`src/rtl/prefetch_fifo_reader.sv`:
```
// prefetch_fifo_reader: packs prefetch-FIFO bytes into words on a valid/ready burst stream.
// Define PREFETCH_FIFO_READER_TIMEOUT_EN to flush idle partial words after TIMEOUT_CYCLES.
module prefetch_fifo_reader #(
   parameter int BYTES_PER_WORD = 4,
   parameter int BURST_LEN      = 16,
   parameter bit LITTLE_ENDIAN  = 1,
   parameter int TIMEOUT_CYCLES = 64
) (
   input  logic                        rd_clk,
   input  logic                        rd_rst_n,
   input  logic                        fifo_vld,
   input  logic [7:0]                  fifo_data,
   output logic                        fifo_rd_en,
   output logic                        m_valid,
   input  logic                        m_ready,
   output logic [8*BYTES_PER_WORD-1:0] m_data,
   output logic [BYTES_PER_WORD-1:0]   m_keep,
   output logic                        m_last,
   output logic [7:0]                  burst_cnt
);
   localparam int IW = $clog2(BYTES_PER_WORD + 1);
   localparam int LW = $clog2(BYTES_PER_WORD);
   localparam logic [IW-1:0] LAST_IDX = IW'(BYTES_PER_WORD - 1);
   localparam logic [LW-1:0] LAST_LANE = LW'(BYTES_PER_WORD - 1);
   localparam logic [7:0] LAST_BEAT = 8'(BURST_LEN - 1);

   generate
      if (BYTES_PER_WORD < 2 || BYTES_PER_WORD > 8 || BURST_LEN < 1 || BURST_LEN > 256 ||
          TIMEOUT_CYCLES < 1 || TIMEOUT_CYCLES > 65535) begin : g_bad_param
         $error("prefetch_fifo_reader: parameter out of range");
      end
   endgenerate

   typedef enum logic {FILL, READY} state_t;
   state_t r_state, w_state_next;

   logic [IW-1:0]                   r_byte_idx;
   logic [LW-1:0]                   w_lane;
   logic [BYTES_PER_WORD-1:0][7:0]  r_pack;
   logic                            r_m_valid, r_m_last;
   logic [8*BYTES_PER_WORD-1:0]     r_m_data;
   logic [BYTES_PER_WORD-1:0]       r_m_keep, w_out_keep;
   logic [7:0]                      r_burst_cnt;
   logic w_pack_full, w_xfer, w_pop, w_word_done, w_tmo_fire, w_out_last, w_last_beat;

   assign w_pack_full = r_state == READY;
   assign w_xfer      = w_pack_full & (~r_m_valid | m_ready);
   assign w_pop       = rd_rst_n & fifo_vld & (~w_pack_full | w_xfer);
   assign w_lane      = LITTLE_ENDIAN ? r_byte_idx[LW-1:0] : LAST_LANE - r_byte_idx[LW-1:0];
   assign w_word_done = (w_pop & (r_byte_idx == LAST_IDX)) | w_tmo_fire;
   assign w_last_beat = w_out_last | (r_burst_cnt == LAST_BEAT);

`ifdef PREFETCH_FIFO_READER_TIMEOUT_EN
   logic [15:0]                     r_tmo;
   logic [BYTES_PER_WORD-1:0]       r_pack_keep, w_keep_mask;
   logic [BYTES_PER_WORD-1:0][7:0]  w_bit_mask;
   logic                            r_pack_last, w_tmo_inc;

   // a nonzero byte index only exists while filling, so no fire can collide with xfer
   assign w_tmo_inc  = (r_byte_idx != '0) & ~w_pop;
   assign w_tmo_fire = w_tmo_inc & (r_tmo == 16'(TIMEOUT_CYCLES - 1));
   assign w_out_keep = r_pack_keep;
   assign w_out_last = r_pack_last;

   always_comb begin
      w_keep_mask = '0;
      w_bit_mask  = '0;
      for (int i = 0; i < BYTES_PER_WORD; i++) begin
         w_keep_mask[i] = LITTLE_ENDIAN ? (i < int'(r_byte_idx)) : (BYTES_PER_WORD - 1 - i < int'(r_byte_idx));
         w_bit_mask[i]  = {8{w_keep_mask[i]}};
      end
   end

   always_ff @(posedge rd_clk) begin
      if (!rd_rst_n) begin
         r_tmo       <= '0;
         r_pack_keep <= '0;
         r_pack_last <= 1'b0;
      end else begin
         r_tmo <= (!w_tmo_inc || w_tmo_fire) ? '0 : r_tmo + 16'd1;
         if (w_tmo_fire) begin
            r_pack_keep <= w_keep_mask;
            r_pack_last <= 1'b1;
         end else if (w_word_done) begin
            r_pack_keep <= '1;
            r_pack_last <= 1'b0;
         end
      end
   end
`else
   assign w_tmo_fire = 1'b0;
   assign w_out_keep = '1;
   assign w_out_last = 1'b0;
`endif

   always_comb begin
      w_state_next = r_state;
      if (w_word_done) w_state_next = READY;
      else if (w_xfer) w_state_next = FILL;
   end

   always_ff @(posedge rd_clk) begin
      if (!rd_rst_n) r_state <= FILL;
      else r_state <= w_state_next;
   end

   always_ff @(posedge rd_clk) begin
      if (!rd_rst_n) begin
         r_byte_idx  <= '0;
         r_pack      <= '0;
         r_m_valid   <= 1'b0;
         r_m_data    <= '0;
         r_m_keep    <= '0;
         r_m_last    <= 1'b0;
         r_burst_cnt <= '0;
      end else begin
         if (w_pop) begin
            r_pack[w_lane] <= fifo_data;
            r_byte_idx     <= (r_byte_idx == LAST_IDX) ? '0 : r_byte_idx + 1'b1;
         end
`ifdef PREFETCH_FIFO_READER_TIMEOUT_EN
         else if (w_tmo_fire) begin
            r_pack     <= r_pack & w_bit_mask;
            r_byte_idx <= '0;
         end
`endif
         if (w_xfer) begin
            r_m_valid   <= 1'b1;
            r_m_data    <= r_pack;
            r_m_keep    <= w_out_keep;
            r_m_last    <= w_last_beat;
            r_burst_cnt <= w_last_beat ? 8'd0 : r_burst_cnt + 8'd1;
         end else if (m_ready) begin
            r_m_valid <= 1'b0;
         end
      end
   end

   assign fifo_rd_en = w_pop;
   assign m_valid    = r_m_valid;
   assign m_data     = r_m_data;
   assign m_keep     = r_m_keep;
   assign m_last     = r_m_last;
   assign burst_cnt  = r_burst_cnt;
endmodule

```
`config.mk`:
```
export PLATFORM = sky130hd
export DESIGN_NAME = prefetch_fifo_reader
export DESIGN_NICKNAME = d
export VERILOG_FILES = /design/src/rtl/prefetch_fifo_reader.sv
export SDC_FILE = /design/constraint.sdc
export NUM_CORES = 1
export LEC_CHECK = 0
export BUFFER_PORTS_ARGS = -buffer_cell sky130_fd_sc_hd__buf_2
export CORE_MARGIN = 2
export CORE_UTILIZATION = 45
export DETAILED_ROUTE_END_ITERATION = 16
export PLACE_DENSITY = 0.74
export RECOVER_POWER = 25
export SLEW_MARGIN = 5
export SYNTH_ARGS = -nofsm -noshare
export SYNTH_HDL_FRONTEND = slang
export SYNTH_SLANG_ARGS = --single-unit
```
`constraint.sdc`:
```
create_clock -name rd_clk -period 2.8 [get_ports rd_clk]
set_input_delay 0.28 -clock rd_clk [delete_from_list [all_inputs] [get_ports rd_clk]]
set_output_delay 0.28 -clock rd_clk [all_outputs]
set_load 0.01 [all_outputs]
```
==> reports/metrics.csv <==
metric;value;unit
Initial DRT Pass Iterations;4;
Area Overhead vs Synth;13.9;%
first-pass GRT wire length;10.6;mm
Crit. End Element;register;
grt total ovfl;0;
sequential share of the synthesized area;0.503;
Clock Skews;0.00803;ns
Port Buffers;58;
Worst Path Arrival;1.98;ns
status;finished clean;
Syn Inst Count;359;
Hold Vio Cnt, Final;0;
antenna diode count;0;
initial antenna violation count;0;
CTS Buffer Depth;2;
nets;421;
met1 usage;0.219;
register bit total from synthesis;79;
vias in the first global route;2319;
RSZ-0062 raised after global routing;no;
drt drc;0;
total CTS buffers;9;
CTS root buffer;clkbuf_8;
Ys Warns;0;
CTS resizes;0;
row count;30;
Synth Area in Adders;0.0199;
Hold Path Class;in -> reg;
Vias;2441;
Max VDD drop;267;uV
Placeable Area;6790;um^2
top-count cell post-synth;nand2_1;
Power Density;604;nW/um^2
Avg Inst Size Synth;8.77;um^2
final period utilization;0.623;
GRT met2 Usage;0.291;
Fmax;574;MHz
leakage power;1.30;nW
largest family of logic cells by synthesized area;simple AND/OR/NAND/NOR gates;
Post-synth top cells;nand2_1 (123), dfxtp_1 (79), a21boi_0 (24), o21ai_1 (17), o21ai_0 (12);
clock-pin slew on the worst setup and hold paths;0.08;ns
GR Util met3;0.0358;
type of origin of the critical path;register;
xor/xnor cell area share of the yosys netlist;0.0111;
GP Congestion;0.755;
simple-gate share of the synthesized area;0.236;
Initial Utilization;0.463;
compound-gate portion of the synthesized area;0.142;
routed vias/inst;4.83;
Final HPWL DP;4.29;mm
initial DRC count;99;
Overall Power;2.16;mW
Synth Flop Type;dfxtp_1;
Worst Max-Slew Pin Slew;0.795;ns
routed wire length;6.32;mm
max cap viols;0;
main area contributors after synthesis;dfxtp_1 (50%), nand2_1 (15%), a21boi_0 (5.7%);
critical-path maximum fanout;35;
Slew Limit Fails;0;
min Tclk post-route;1.74;ns
mux cell area share after synthesis;0.0286;
WP data required;3.04;ns
Clock Latency Late Sink;0.34;ns
layout cells sized above 1;0.134;
Setup TNS;0;ns
Total Routing Usage GR;0.175;
Setup Buffers After CTS;0;
Synth area leader;dfxtp_1;
pin count of the biggest net entering global routing;43;
ys async rst share;0;
Max transition margin;0.468;
H-Tree Depth;3;
num ports;59;
Yosys top cell area share;0.503;
mapped cell area;3150;um^2
grt peak-use layer;met2;
die area;7680;um^2
CTS Sinks;79;
Post-synth EDFFs;0;
DR WL/cell;12.5;um
setup violators final;0;
syn_nets;376;
Yosys cell types;38;
die width;87.6;um
remaining antenna violation count after routing;0;
die height;87.6;um
CTS Hold Bufs;0;
CTS tree;built;
worst setup path class;reg -> reg;
-- cell type report --
type | instances | area, um^2
tap | 96 | 120
multi-input combinational | 250 | 1380
fill | 649 | 3210
clock buffer | 9 | 124
inverter | 4 | 15.0
clock inverter | 7 | 96.3
timing repair buffer | 60 | 269
sequential | 79 | 1580
-- where the power goes --
part	switching, mW	total [mW]	internal [mW]
combinational	0.0509	0.0825	0.0316
sequential	0.0120	1.15	1.14
clock	0.421	0.926	0.505
total	0.483	2.16	1.68
-- metrics by stage --
| stage | utilization | std cells | setup slack [ns] | instance area, um^2 | hold WS, ns |
|---|---|---|---|---|---|
| global placement | 0.500 | 489 | 1.09 | 3400 | 0.429 |
| finish | 0.527 | 505 | 1.06 | 3580 | 0.215 |
| floorplan | - | 359 | 1.40 | 3150 | 0.389 |
| detailed placement | 0.500 | 489 | 1.04 | 3400 | 0.433 |
| CTS | 0.533 | 505 | 1.05 | 3620 | 0.199 |
| global route | 0.527 | 505 | 0.905 | 3580 | 0.217 |
-- metal layers --
metal / wire length [um] / vias up
met5: 0 / -
met4: 115 / 0
met3: 211 / 10
met2: 3010 / 46
met1: 2990 / 1125
li1: - / 1260
-- critical path: stages (launching register included) --
cell     delay, ns
dfxtp_1       0.45
inv_1         0.17
nor2_4        0.66
nand2_1       0.11
o221a_2       0.25
-- placed cells by master, fill, tap and decap left out, drive strengths merged, types with 2 or more instances in the layout --
cell,n
a21boi,35
and4,4
nor2,3
clkinv,4
bufinv,2
inv,5
dfxtp,79
buf,31
and2,7
ha,5
nor3,2
nand2,124
nor4,2
nor2b,9
mux2i,9
o21ai,29
xor2,3
nand3,4
clkbuf,38
-- logic make-up (layout without fill, tap and decap cells) --
group,Yosys count,in the layout
AOI/OAI and AO/OA,69,69
xor gates and xnor gates,4,4
adders and majority gates,5,5
buffers and inverters,30,80
DFF,79,79
muxes,9,9
and+or+nand+nor,163,163
-- sequential cells by signal, indices dropped and copies added, names as in the netlist --
| name | count |
|---|---|
| m_data | 32 |
| r_pack | 32 |
| burst_cnt | 8 |
| r_byte_idx | 3 |
| m_keep | 1 |
| m_last | 1 |
| m_valid | 1 |
| r_state | 1 |
-- final timing paths --
kind	depth (start not counted)	slack, ns	end	start
min	3	0.22	r_pack[10]	fifo_data[2]
min reg2reg	2	0.45	r_pack[13]	r_pack[13]
max reg2reg	4	1.06	burst_cnt[3]	r_state
max	4	1.06	burst_cnt[3]	r_state
(Power assumes the default switching activity.)
